**src/rtl/obstacle_frame_collector.sv**
```systemverilog
// rtl/obstacle_frame_collector.sv - per-frame obstacle word collector with ping-pong banks
module obstacle_frame_collector #(
  parameter int MAX_OBSTACLES  = 48,
  parameter int TIMEOUT_CYCLES = 4096,
  localparam int AW = $clog2(MAX_OBSTACLES + 1)
) (
  input  logic          clk,
  input  logic          rst_n,
  input  logic          frame_start,
  output logic          gen_activate,
  input  logic          gen_valid,
  input  logic          gen_first_row,
  input  logic [15:0]   gen_obstacle,
  input  logic          gen_done,
  input  logic [AW-1:0] rd_addr,
  output logic [15:0]   rd_data,
  output logic [AW-1:0] rd_count,
  output logic [8:0]    front_types,
  output logic          swap_pulse,
  output logic          busy,
  output logic          overflow,
  output logic          protocol_err
);

  localparam int TW = (TIMEOUT_CYCLES > 2) ? $clog2(TIMEOUT_CYCLES) : 1;

  typedef enum logic [1:0] {IDLE, REQUEST, COLLECT, SWAP} state_t;
  state_t state, state_nx;

  logic [15:0]   bank0 [MAX_OBSTACLES];
  logic [15:0]   bank1 [MAX_OBSTACLES];
  logic          front_sel;
  logic [AW-1:0] wr_count;
  logic [TW-1:0] timer;
  logic [8:0]    shadow;

  logic [2:0] w_type;
  logic [1:0] w_lane;
  logic       lane_bad, bank_full, timeout, wr_en;

  assign w_type    = gen_obstacle[15:13];
  assign w_lane    = gen_obstacle[12:11];
  assign lane_bad  = (w_lane == 2'd3);
  assign bank_full = (wr_count >= AW'(MAX_OBSTACLES));
  assign timeout   = (timer == TW'(TIMEOUT_CYCLES - 1));
  assign wr_en     = (state == COLLECT) && gen_valid && !lane_bad && !bank_full;

  always_comb begin
    state_nx     = state;
    gen_activate = 1'b0;
    swap_pulse   = 1'b0;
    busy         = 1'b0;
    case (state)
      IDLE:    if (frame_start) state_nx = REQUEST;
      REQUEST: begin
        gen_activate = 1'b1;
        busy         = 1'b1;
        state_nx     = COLLECT;
      end
      COLLECT: begin
        busy = 1'b1;
        if (gen_done)     state_nx = SWAP;
        else if (timeout) state_nx = IDLE;
      end
      SWAP: begin
        swap_pulse = 1'b1;
        state_nx   = IDLE;
      end
      default: state_nx = IDLE;
    endcase
  end

  always_ff @(posedge clk) begin
    if (!rst_n) begin
      state        <= IDLE;
      front_sel    <= 1'b0;
      wr_count     <= '0;
      timer        <= '0;
      shadow       <= '0;
      rd_count     <= '0;
      front_types  <= '0;
      overflow     <= 1'b0;
      protocol_err <= 1'b0;
      rd_data      <= '0;
    end else begin
      state <= state_nx;
      if (frame_start && state != IDLE) protocol_err <= 1'b1;
      case (state)
        REQUEST: begin
          wr_count <= '0;
          shadow   <= '0;
          timer    <= '0;
        end
        COLLECT: begin
          timer <= timer + 1'b1;
          if (timeout && !gen_done) protocol_err <= 1'b1;
          if (gen_valid) begin
            if (lane_bad) protocol_err <= 1'b1;
            else if (bank_full) overflow <= 1'b1;
            else begin
              wr_count <= wr_count + 1'b1;
              if (gen_first_row) shadow[int'(w_lane)*3 +: 3] <= w_type;
            end
          end
        end
        SWAP: begin
          front_sel   <= ~front_sel;
          rd_count    <= wr_count;
          front_types <= shadow;
        end
        default: ;
      endcase
      // Addresses past the published count read as zero so stale RAM never leaks out
      if (rd_addr < rd_count) rd_data <= front_sel ? bank1[rd_addr] : bank0[rd_addr];
      else                    rd_data <= '0;
    end
  end

  always_ff @(posedge clk) begin
    if (wr_en && rst_n) begin
      if (front_sel) bank0[wr_count] <= gen_obstacle;
      else           bank1[wr_count] <= gen_obstacle;
    end
  end

endmodule

```
**config.mk**
```make
export PLATFORM = sky130hd
export DESIGN_NAME = obstacle_frame_collector
export DESIGN_NICKNAME = d
export VERILOG_FILES = /design/src/rtl/obstacle_frame_collector.sv
export SDC_FILE = /design/constraint.sdc
export NUM_CORES = 2
export LEC_CHECK = 0
export ABC_AREA = 1
export BUFFER_PORTS_ARGS = -buffer_cell sky130_fd_sc_hd__buf_2
export CORE_MARGIN = 8
export CORE_UTILIZATION = 45
export CTS_CLUSTER_SIZE = 16
export DETAILED_ROUTE_END_ITERATION = 16
export SLEW_MARGIN = 5
export SYNTH_ARGS = -nofsm -noshare
export SYNTH_HDL_FRONTEND = slang
export SYNTH_SLANG_ARGS = --single-unit
```
**constraint.sdc**
```tcl
create_clock -name clk -period 3 [get_ports clk]
set_clock_uncertainty 0.2 [all_clocks]
set_input_delay 0.3 -clock clk [delete_from_list [all_inputs] [get_ports clk]]
set_output_delay 0.3 -clock clk [all_outputs]
set_load 0.01 [all_outputs]
```
==> impl_results.md <==
* Slew margin rel. at 0.273
* Post-synth top flop: edfxtp_1
* Leading area contributor after synthesis: edfxtp_1
* Setup TNS Final at 0 ps
* Layout cells sized above 1 at 0.105
* Mapped Cells at 5935
* Post-route ant nets at 0
* Die area at 160000 um2
* Worst-margin pin slew at 1090 ps
* Synth cell count leaders: nand2_1 (1957), edfxtp_1 (1536), nand3_1 (1000)
* R2R Path Start: state[0]$_SDFFE_PN0P_
* First-pass GRT wire length at 280 mm
* Clock Tree Root: clkbuf_16
* Clk sinks at 1599
* Later-pin clock latency in the skew report at 780 ps
* Post-synth EDFFs at 1536
* Crit path max fanout at 23
* Worst Setup End Kind: output pin
* R2R Setup Slk at 460 ps
* Initial antenna violation count at 6
* Residual DRC at 0
* Synthesized flop and latch total at around 1600
* Post-route cell area at 76600 um2
* Hold buffers post-CTS at 23
* Register area share after synthesis at 0.715
* Power density over the cells at 632 nW/um2
* Pin count of the biggest net entering global routing at 110
* Fin. max-slew vios at 0
* DPL Wire Length at 121 mm
* Worst R2R End: state[1]$_SDFFE_PN0P_
* Hold_sp: gen_obstacle[11]
* Setup violations, final at 0
* Dominant cells by area after synthesis: edfxtp_1 (70%), nand2_1 (11%), nand3_1 (7.6%)
* Syn Nets at roughly 6000
* Final period util at 0.855
* Initial Util at 0.454
* Worst EP arrival at around 2100 ps
* Area delta synth->final at 15.7%
* Die Y at roughly 400 um
* WHS Endpoint: bank1[8][11]$_DFFE_PP_
* CP required at 2500 ps
* Htree depth at 4
* Top cell type's share of synthesized area at 0.696
* Die Wd at 400 um
* Vias in the first global route at 42800
* P_leak at 29.0 nW
* Type of the most critical hold path: in2reg
* Remaining global-route overflow at 0
* Post-cts resize count at 0
* Placed cell area at 71100 um2
* CTS max path bufs at 3
* Via density per instance at roughly 5.4
* Post-CTS Setup Bufs at 0
* Max cap viols at 0
* Number of DRC markers in iteration 0 at 5143
* Fin util at 0.525
* Io pins at 64
* Number of CTS-inserted buffers at roughly 170
* Routed length per instance at 23.2 um
* CP Class: reg2out
* Via count at 44700
* Rows at 140
* RSZ-0062 raised after global routing: false
* Buffers on Ports at 63
* Gr usage total at 0.236
* Max Clk Rate at 390 MHz
* Hold Path Depth at 2
* Area of the core at 146000 um2
* Peak VDD IR at between 0.0004 and 0.0005 V
* Routability congestion estimate at 0.921
* Cell Area, Synth at 66200 um2
* DRT Pass-1 Iters at 8
* Syn. warnings at 0
* Layout net count at 6224
* Average cell area after synthesis at 11.2 um2
* Result of the run: finished clean
* Final count of hold timing violations at 0
* Register clock-pin slew on the reported worst setup and hold paths at 60 ps
* Cell with the most instances after synthesis: nand2_1
* ANT cells at 0
* Worst R2R Path Depth at 11
* Async SR Flop Fraction at 0
* CP startpoint kind: flip-flop
* Final wirelength at 191 mm
* Final min period at 2560 ps
* Distinct cells, synth at 34
* CTS tree: done
==> state kept, by name, summed over array words and instances, names as in the netlist <==
register / count
bank0: 768
bank1: 768
front_sel: 1
front_types: 9
overflow: 1
protocol_err: 1
rd_count: 6
rd_data: 16
shadow: 9
state: 2
timer: 12
wr_count: 6
==> final cells by class <==
| type | count | area, um2 |
|---|---|---|
| fill | 12600 | 69300 |
| sequential | 1599 | 47400 |
| multi-input combinational | 3671 | 15800 |
| clock buffer | 223 | 4640 |
| timing repair buffer | 428 | 4550 |
| tap | 1917 | 2400 |
| inverter | 313 | 1210 |
| clock inverter | 83 | 679 |
==> worst max-delay path: stages, from the launching register on <==
cell and delay [ps]:
dfxtp_1 390, ha_1 630, buf_2 250
==> power by group <==
| group | switching (mW) | leakage [nW] | total [mW] | internal, mW |
|---|---|---|---|---|
| logic | 2.63 | 12.1 | 3.64 | 1.01 |
| clock network | 8.55 | 2.62 | 20.2 | 11.6 |
| registers | 0.0825 | 14.3 | 24.6 | 24.6 |
==> logic make-up after synthesis <==
family / synth area share
AOI/OAI and AO/OA: 0.0241
xor gates and xnor gates: 0.000132
adders and majority gates: 0.00283
buffers and inverters: 0.0470
DFF: 0.715
and+or+nand+nor: 0.210
==> cell usage in the layout (no fill, tap or decap), types with 42 or more instances in the layout <==
cell	count
a21oi_1	58
buf_12	109
buf_2	43
buf_4	250
clkbuf_16	175
dfxtp_1	63
edfxtp_1	1536
inv_1	307
nand2_1	1955
nand3_1	1000
nor2_1	366
o211ai_1	42
o21ai_0	152
==> through the flow <==
stage	worst slack, ps	power (mW)	instances	hold slack (ps)
after floorplan	196	26.9	5935	199
after global placement	101	28.7	7905	256
after detailed placement	89.2	28.7	7905	261
after CTS	364	48.7	8234	40.2
after global routing	259	49.9	8234	59.6
final	436	48.5	8234	85.4
==> worst max path at each step <==
stage / from / end / slack, ps / depth (start not counted)
after floorplan: gen_obstacle[11] / bank0[28][0]$_DFFE_PP_ / 200 / 7
after CTS: state[0]$_SDFFE_PN0P_ / swap_pulse / 360 / 2
after global routing: state[0]$_SDFFE_PN0P_ / swap_pulse / 260 / 2
after global placement: rd_addr[0] / rd_data[15]$_SDFF_PN0_ / 100 / 14
after detailed placement: rd_addr[0] / rd_data[15]$_SDFF_PN0_ / 90 / 14
final: state[0]$_SDFFE_PN0P_ / swap_pulse / 440 / 2
==> metal layers <==
| layer | GRT usage | vias up | share of wire |
|---|---|---|---|
| met5 | 0 | - | 0.000089 |
| met4 | 0.0951 | 2 | 0.042 |
| met3 | 0.0501 | 359 | 0.087 |
| met2 | 0.368 | 1833 | 0.46 |
| met1 | 0.324 | 21600 | 0.41 |
| li1 | - | 20800 | - |
(Power assumes the default switching activity.)
